### src/rtl/shift_pkg.sv
// Shared definitions for the normalizer and the combinational shifter:
// FSM state encoding and shift-direction constants.
package shift_pkg;

   typedef enum logic [1:0] {IDLE, SHIFT, DONE} norm_state_t;

   localparam logic DIR_LEFT  = 1'b0;
   localparam logic DIR_RIGHT = 1'b1;

endpackage

### src/rtl/shift_norm.sv
// Sequential normalizer: shifts an operand one bit per clock until its leading
// (left mode) or trailing (right mode) one reaches the boundary bit.
module shift_norm
   import shift_pkg::*;
#(
   parameter  int bus   = 32,
   localparam int cnt_w = $clog2(bus)
) (
   input  logic             clk,
   input  logic             rst,
   input  logic             start,
   input  logic [bus-1:0]   a,
   input  logic             dir,
   output logic             busy,
   output logic             done,
   output logic [bus-1:0]   y,
   output logic [cnt_w-1:0] count,
   output logic             zero
);

   norm_state_t      state_q, state_d;
   logic [bus-1:0]   work_q, work_d;
   logic             dir_q, dir_d;
   logic [cnt_w-1:0] count_q, count_d;
   logic             zero_q, zero_d;

   logic             target_hit;
   logic             work_zero;
   logic [bus-1:0]   work_step;

   assign work_zero  = (work_q == '0);
   assign target_hit = (dir_q == DIR_RIGHT) ? work_q[0] : work_q[bus-1];
   assign work_step  = (dir_q == DIR_RIGHT) ? {1'b0, work_q[bus-1:1]}
                                            : {work_q[bus-2:0], 1'b0};

   always_comb begin
      state_d = state_q;
      work_d  = work_q;
      dir_d   = dir_q;
      count_d = count_q;
      zero_d  = zero_q;
      case (state_q)
         IDLE: begin
            if (start) begin
               work_d  = a;
               dir_d   = dir;
               count_d = '0;
               zero_d  = 1'b0;
               state_d = SHIFT;
            end
         end
         SHIFT: begin
            if (work_zero) begin
               zero_d  = 1'b1;
               state_d = DONE;
            end else if (target_hit) begin
               state_d = DONE;
            end else begin
               work_d  = work_step;
               count_d = count_q + cnt_w'(1);
            end
         end
         DONE: begin
            // Accepting here gives back-to-back operation with no idle cycle.
            if (start) begin
               work_d  = a;
               dir_d   = dir;
               count_d = '0;
               zero_d  = 1'b0;
               state_d = SHIFT;
            end else begin
               state_d = IDLE;
            end
         end
         default: state_d = IDLE;
      endcase
   end

   always_ff @(posedge clk or posedge rst) begin
      if (rst) begin
         state_q <= IDLE;
         work_q  <= '0;
         dir_q   <= DIR_LEFT;
         count_q <= '0;
         zero_q  <= 1'b0;
      end else begin
         state_q <= state_d;
         work_q  <= work_d;
         dir_q   <= dir_d;
         count_q <= count_d;
         zero_q  <= zero_d;
      end
   end

   assign busy  = (state_q == SHIFT);
   assign done  = (state_q == DONE);
   assign y     = work_q;
   assign count = count_q;
   assign zero  = zero_q;

endmodule
### config.mk
export PLATFORM = sky130hd
export DESIGN_NAME = shift_norm
export DESIGN_NICKNAME = d
export VERILOG_FILES = /design/src/rtl/shift_pkg.sv /design/src/rtl/shift_norm.sv
export SDC_FILE = /design/constraint.sdc
export NUM_CORES = 1
export LEC_CHECK = 0
export ABC_AREA = 0
export CAP_MARGIN = 20
export CORE_AREA = 3 3 114 83
export DETAILED_ROUTE_END_ITERATION = 8
export DIE_AREA = 0 0 117 86
export PLACE_DENSITY = 0.61
export REMOVE_ABC_BUFFERS = 1
export SETUP_SLACK_MARGIN = 0.1
export SLEW_MARGIN = 10
export SYNTH_ARGS = -nofsm -noshare
export SYNTH_HDL_FRONTEND = slang
export SYNTH_SLANG_ARGS = --single-unit
### constraint.sdc
create_clock -name clk -period 1.82 [get_ports clk]
set_input_delay 0.182 -clock clk [delete_from_list [all_inputs] [get_ports clk]]
set_output_delay 0.182 -clock clk [all_outputs]
set_load 0.01 [all_outputs]
Yosys cells after proc, flatten, opt, wreduce, memory -nomap -nowiden --
Index checks and enable logic that the tools add are counted.
Operators by class: add/subtract/negate cells 1, equal/unequal tests 8, mux-type cells 18, reductions and logical operators 8
Operator list (count):
- $mux 32 | 4
- $pmux 32 s2 | 1
- $logic_not 32->1 | 1
- $mux 5 | 3
- $pmux 5 s2 | 1
- $mux 2 | 3
- $ne 2x2->1 const B | 3
- $pmux 2 s3 | 1
- $add 5x1->5 const B | 1
- $mux 1 | 4
- $ne 2x1->1 const B | 2
- $reduce_and 2->1 | 2
- $reduce_and 4->1 | 1
- $ne 3x1->1 const B | 1
- $reduce_and 3->1 | 1
- $eq 2x1->1 const B | 1
- $eq 2x2->1 const B | 1
- $logic_not 2->1 | 1
- $pmux 1 s2 | 1
- $reduce_bool 2->1 | 1
- $reduce_or 2->1 | 1
Word-level totals: bits in registers 41, input bits 36, output and inout port bits 40, logic and storage cells 40

Depth between registers and ports, before layout --
Gate-level depths: netlist (run 1).
depth after elaboration 4, mapped depth 6, mapped depth without buffers 5

Least setup slack after synthesis (run 1) --
No wires, ideal clock.
kind flip-flop to flip-flop, start point register work_q[24] (netlist: y[24]), end point register work_q[0] (netlist: y[0]), library setup time 0.125 ns, arrival time 1.867 ns, required time 1.695 ns, slack -0.172 ns, stages on the path, launching flop included 7, path buffers 1, period minus slack after synthesis 1.992 ns, cells stage by stage dfrtp_1 > nor4_1 > nand2_1 > nor4_4 > o21ai_2 > buf_6 > mux2_4
On the way: longest elaborated chain between the ends 3
RTL lines:
- from (decl) | RTL line shift_norm.sv:22 | logic [bus-1:0] work_q, work_d;
- from (signal assigned) | RTL line shift_norm.sv:88 | work_q <= work_d;
- $logic_not 32->1 | RTL line shift_norm.sv:31 | assign work_zero = (work_q == '0);
- $ne 2x2->1 (no line)
- $reduce_and 4->1 (no line)
No other way between the ends. A chain may end at the register's enable or synchronous reset.

Worst setup path in the final report (run 1) --
start point register work_q[10] (netlist: y[10]), end point register work_q[12] (netlist: y[12])
Same word-level chain as after synthesis.

==> results of run 1 <==
[logic make-up after synthesis]
family          share of synthesized area (%)
compound gates                           10.7
fa+ha+maj                               0.496
buf+inv                                  4.57
flops                                    40.7
mux                                      31.4
simple gates                             12.2
[repair_timing]
item	4_1_cts	5_1_grt
buffers inserted	1	0
setup endpoints to repair	41	41
pin swaps	11	3
gates cloned	1	0
gates resized for setup	11	6
[path summary, 6_finish.rpt]
path | startpoint | slack, ns | end | cells past startpoint
worst max-delay path | y[10]$_DFFE_PP0P_ | -0.14 | y[12]$_DFFE_PP0P_ | 6
worst min-delay path | rst | 0.23 | y[15]$_DFFE_PP0P_ | 2
worst max register to register | y[10]$_DFFE_PP0P_ | -0.14 | y[12]$_DFFE_PP0P_ | 6
worst min register to register | zero$_DFFE_PP0P_ | 0.52 | zero$_DFFE_PP0P_ | 1
max in group asynchronous | rst | 1.11 | dir_q$_DFFE_PP0P_ | 3
min in group clk | zero$_DFFE_PP0P_ | 0.52 | zero$_DFFE_PP0P_ | 1
[registers in the layout (all words and copies together), names as in the netlist]
name     flops
zero         1
dir_q        1
state_q      2
count        5
y           32
[worst max-delay path, cell delays in order, from the launching register on]
cell and delay, ns:
dfrtp_1 0.38, nor4_2 0.29, nand2_1 0.15, nor4_4 0.39, o21ai_4 0.14, buf_12 0.18
mux2_4 0.30
[area by class of cell]
| class | instances | area (um2) | share of cell area [%] |
|---|---|---|---|
| Multi-Input combinational cell | 172 | 1450 | 36.5 |
| Inverter | 7 | 26.3 | 0.664 |
| Clock buffer | 7 | 143 | 3.60 |
| Clock inverter | 1 | 30.0 | 0.758 |
| Tap cell | 105 | 131 | 3.32 |
| Timing Repair Buffer | 121 | 1160 | 29.2 |
| Sequential cell | 41 | 1030 | 26.0 |
[cell usage in the layout, fill, tap and decap left out, types with 2 or more instances in the layout]
master	instances
nor2_1	30
nor4_2	5
nand3_1	3
clkbuf_16	5
buf_4	40
inv_1	6
buf_12	4
dfrtp_1	39
nand2b_1	2
o21ai_0	2
dfrtp_2	2
buf_6	2
mux2i_1	31
o211ai_1	8
o311ai_1	2
nand3_2	2
nand2_1	6
a21oi_1	30
nand3b_1	2
clkdlybuf4s50_1	74
mux2_2	4
nor4_1	3
mux2_4	29
[per-stage QoR]
stage,worst slack [ns],total power [mW]
5_1_grt,-0.246,8.53
3_3_place_gp,-0.120,6.79
2_1_floorplan,-2.20,4.58
6_report,-0.135,7.96
4_1_cts,-0.181,8.00
3_5_place_dp,-0.242,6.88
[report_power, final]
group | switching [mW] | total [mW] | internal [mW]
Sequential | 0.320 | 1.70 | 1.38
Clock | 0.337 | 1.02 | 0.685
Combinational | 2.19 | 5.25 | 3.05
Total | 2.85 | 7.96 | 5.11
[metal layers]
layer  GRT usage (%)  vias up  wire length (um)
li1                -     1083                 -
met1            21.7     1003              3650
met2            20.4       58              2890
met3            2.96        5               357
met4            2.81        0                42
met5               0        -                 0
==> reports/metrics.cfg, run 1 <==
[outcome]
status=complete, but fails checks
violations=negative setup slack

[cts]
clock_latency_ns=0.28
cts-root-buf=clkbuf_16
cts_made_buffers=5
clock-sinks=41
cts_tree=done
h-tree-depth=2
ctsHoldBuffers=0
clkTransAtPathRegs_ns=0.06
clock_path_buffers=2

[setup_path]
worstSetupPathType=reg -> reg
worstPathRequired_ns=1.98
end_kind=flop
cp-start-kind=flop
crit_fanout=15
arrival_ns=2.12

[timing]
worst_hold_slack_ns=0.225
post-route-min-period_ns=1.96
hold_viol=0
fin_ws_ns=-0.135
grt_setup_unrepaired=yes
setup_violations=36
max_slew.worst_pin.slew_ns=0.567
setup_tns_ns=-3.86
finalMaxSlewViolations=0
fmax_ghz=0.512
maxSlewHeadroom_pct=62.2
fin_crit_sh_pct=107
skew_ns=0.00764

[synthesis]
ys_seq_area_share_pct=40.7
synth_cells=237
avgSynthCellArea_um2=10.6
yosys_warnings=0
ys.flop_type=dfrtp_1
netlist_area_um2=2520
synth-edff-count=0
synth_seq_cells=41
synth.most_common_cell=dfrtp_1
synth.top_cell.area_share_pct=40.7
synth-async-reset-ratio_pct=100
ys_top_cells_by_count=41 x dfrtp_1, 31 x mux2i_1, 30 x a21oi_1, 30 x nor2_1, 29 x mux2_4
yosysTopAreaCell=dfrtp_1
synth_cell_type_count=30
ys_top_cells_by_area=dfrtp_1 41%, mux2_4 17%, mux2i_1 12%

[placed_design]
post-place-cells=444
gp_congestion=0.766
dp_hpwl_um=4980
placed_cell_area_um2=3700
port_buffers=75

[route]
vias_per_cell=4.73
drt-wirelength-per-cell_um=15.3
via_count=2149
dr.pass1.iters=5
drtIter0Drc=93
drc_errors=0
drt-total-wl_um=6940
postRouteAntennaNets=0

[die]
rows=28
ioPinCount=76
core_um2=8410
fp.dieArea_um2=10100
die_h_um=86
start_util_pct=30.0
die_x_um=117

[global_routing]
grt_max_degree=53
grt_use_total_pct=14.1
antenna_found_initial=0
overflow=0
grt_pass1_vias=2201
grt_pass1_wl_um=11300

[finish]
num-fill-cells=786
stdcell_area_um2=3960
utilization_pct=47.1
area_delta_synth_final_pct=57.1
stdcell_count=454
final_nets=385
diodes=0
drive_gt1_share_pct=28.9

[power_and_ir_drop]
p_per_area_nw_per_um2=2010
max-vdd-ir-drop_uv=752
p_leak_nw=1.79

[job]
drv_cap=0

[hold_path]
min_path_type=in -> async

Note: power is estimated with default switching activity, not from simulation.
==> run 2, diff against run 1 <==
- CORE_AREA: 3 3 114 83 -> 3 3 79 119
- DIE_AREA: 0 0 117 86 -> 0 0 82 122
==> run 2 against run 1 <==
Against the previous run:
- the flow still finishes with violations (negative setup slack)
- clock skew decreased by 0.0013 ns
- maximum frequency increased by 2.3%
- utilization decreased by 0.21 points
- sequential power about the same
- power decreased by 3.0%
- combinational power about the same
- worst hold slack got worse by 0.034 ns
- critical path depth unchanged
- sequential share of layout area increased by 0.099 points
- critical path type unchanged
- highest routed layer unchanged
==> reports/metrics.cfg, run 2 (synthesized netlist as in run 1, its figures left out) <==
[setup_path]
crit_start=y[13]$_DFFE_PP0P_
crit_fanout=9
cp-start-kind=flop
arrival_ns=2.07
cp_slowest_cell=dfrtp_1
reg2reg_depth=6
end_kind=flop
worstSetupPathType=reg -> reg
cp_cell_sequence=nor4_2 > nand2_1 > nor4_4 > o21ai_4 > clkbuf_16 > mux2_4
critPathMaxStageDelay_ns=0.39
critical_path_buf_inv_count=1
r2r-start=y[13]$_DFFE_PP0P_
path_depth=6
worstPathRequired_ns=1.98
critPathTopFamily=simple AND/OR/NAND/NOR gates

[placed_design]
post-place-cells=446
port_buffers=75
place_ws_ns=-0.181
gp_congestion=0.767
dp_hpwl_um=4970

[die]
start_util_pct=30.0
ioPinCount=76
fp.dieArea_um2=10000
die_x_um=82
rows=41
core_um2=8410
die_h_um=122

[timing]
fmax_ghz=0.523
finalMaxSlewViolations=0
grt_setup_unrepaired=yes
setup_violations=33
maxSlewHeadroom_pct=63.4
worst_hold_slack_ns=0.192
hold_viol=0
fin_ws_ns=-0.0913
setup_tns_ns=-2.47
post-route-min-period_ns=1.91
max_slew.worst_pin.slew_ns=0.546
fin_crit_sh_pct=105
skew_ns=0.00635

[cts]
cts_tree=done
cts_made_buffers=5
clock_path_buffers=2
clock_latency_ns=0.28
clock-sinks=41
cts-root-buf=clkbuf_16
ctsHoldBuffers=0
clkTransAtPathRegs_ns=0.06
h-tree-depth=2

[power_and_ir_drop]
max-vdd-ir-drop_uv=823
total_power_mw=7.73
p_leak_nw=1.80
p_per_area_nw_per_um2=1960

[outcome]
violations=negative setup slack
status=complete, but fails checks

[job]
drv_cap=0

[global_routing]
grt_pass1_wl_um=11200
antenna_found_initial=0
overflow=0
grt_max_degree=43
grt_use_total_pct=14.3
grt_pass1_vias=2372

[route]
postRouteAntennaNets=0
vias_per_cell=4.79
dr.pass1.iters=4
via_count=2191
drt-total-wl_um=6790
drtIter0Drc=102
drt-wirelength-per-cell_um=14.9
drc_errors=0

[finish]
stdcell_count=457
layout_commonest_cell=clkdlybuf4s50_1
largest_reg_flops=32
diodes=0
area_delta_synth_final_pct=56.5
drive_gt1_share_pct=28.3
final_nets=387
most-common-layout-cells=73 x clkdlybuf4s50_1, 42 x buf_4, 39 x dfrtp_1

[hold_path]
min_path_type=in -> async

[run 2: layout make-up]
| type | instances | area, um2 |
|---|---|---|
| clock buffer | 6 | 129 |
| tap | 107 | 134 |
| multi-input combinational | 172 | 1430 |
| fill | 831 | 4470 |
| sequential | 41 | 1030 |
| inverter | 7 | 26.3 |
| timing repair buffer | 123 | 1190 |
| clock inverter | 1 | 5.00 |
[run 2: layer usage]
layer | part of all wire (%) | global-route usage [%] | vias up | wire length (um)
met3 | 4.1 | 2.81 | 12 | 278
met4 | 2.2 | 4.57 | 0 | 147
li1 | - | - | 1089 | -
met5 | 0 | 0 | - | 0
met2 | 53 | 25.9 | 53 | 3630
met1 | 40 | 16.3 | 1037 | 2740
[run 2: timing repair]
action | CTS | global route
pin swaps | 12 | 6
cloned | 2 | 0
setup buffers | 2 | 0
endpoints found under the setup margin | 41 | 42
gates resized for setup | 12 | 7
endpoints found under the hold margin | 0 | 0
[run 2: per-stage QoR]
step / cell area (um2) / util (%)
4_1_cts: 3930 / 46.7
2_1_floorplan: 2430 / -
5_1_grt: 3950 / 46.9
3_3_place_gp: 3680 / 43.8
3_5_place_dp: 3680 / 43.8
6_report: 3950 / 46.9
[run 2: final timing paths]
check                                     to  slack [ns]
max                        y[17]$_DFFE_PP0P_       -0.09
min                         y[6]$_DFFE_PP0P_        0.19
max reg2reg                y[17]$_DFFE_PP0P_       -0.09
min reg2reg                 zero$_DFFE_PP0P_        0.50
max in group asynchronous   y[1]$_DFFE_PP0P_        1.04
min in group clk            zero$_DFFE_PP0P_        0.50
[run 2: worst register-to-register path: stages (launching register included)]
cell       delay [ns]
dfrtp_1          0.39
nor4_2           0.29
nand2_1          0.15
nor4_4           0.35
o21ai_4          0.13
clkbuf_16        0.20
mux2_4           0.30
[run 2: where the power goes]
group	internal, mW	switching, mW	leakage (nW)
registers	1.38	0.314	0.478
clock network	0.498	0.321	0.0667
logic	3.05	2.16	1.26
total	4.93	2.80	1.80
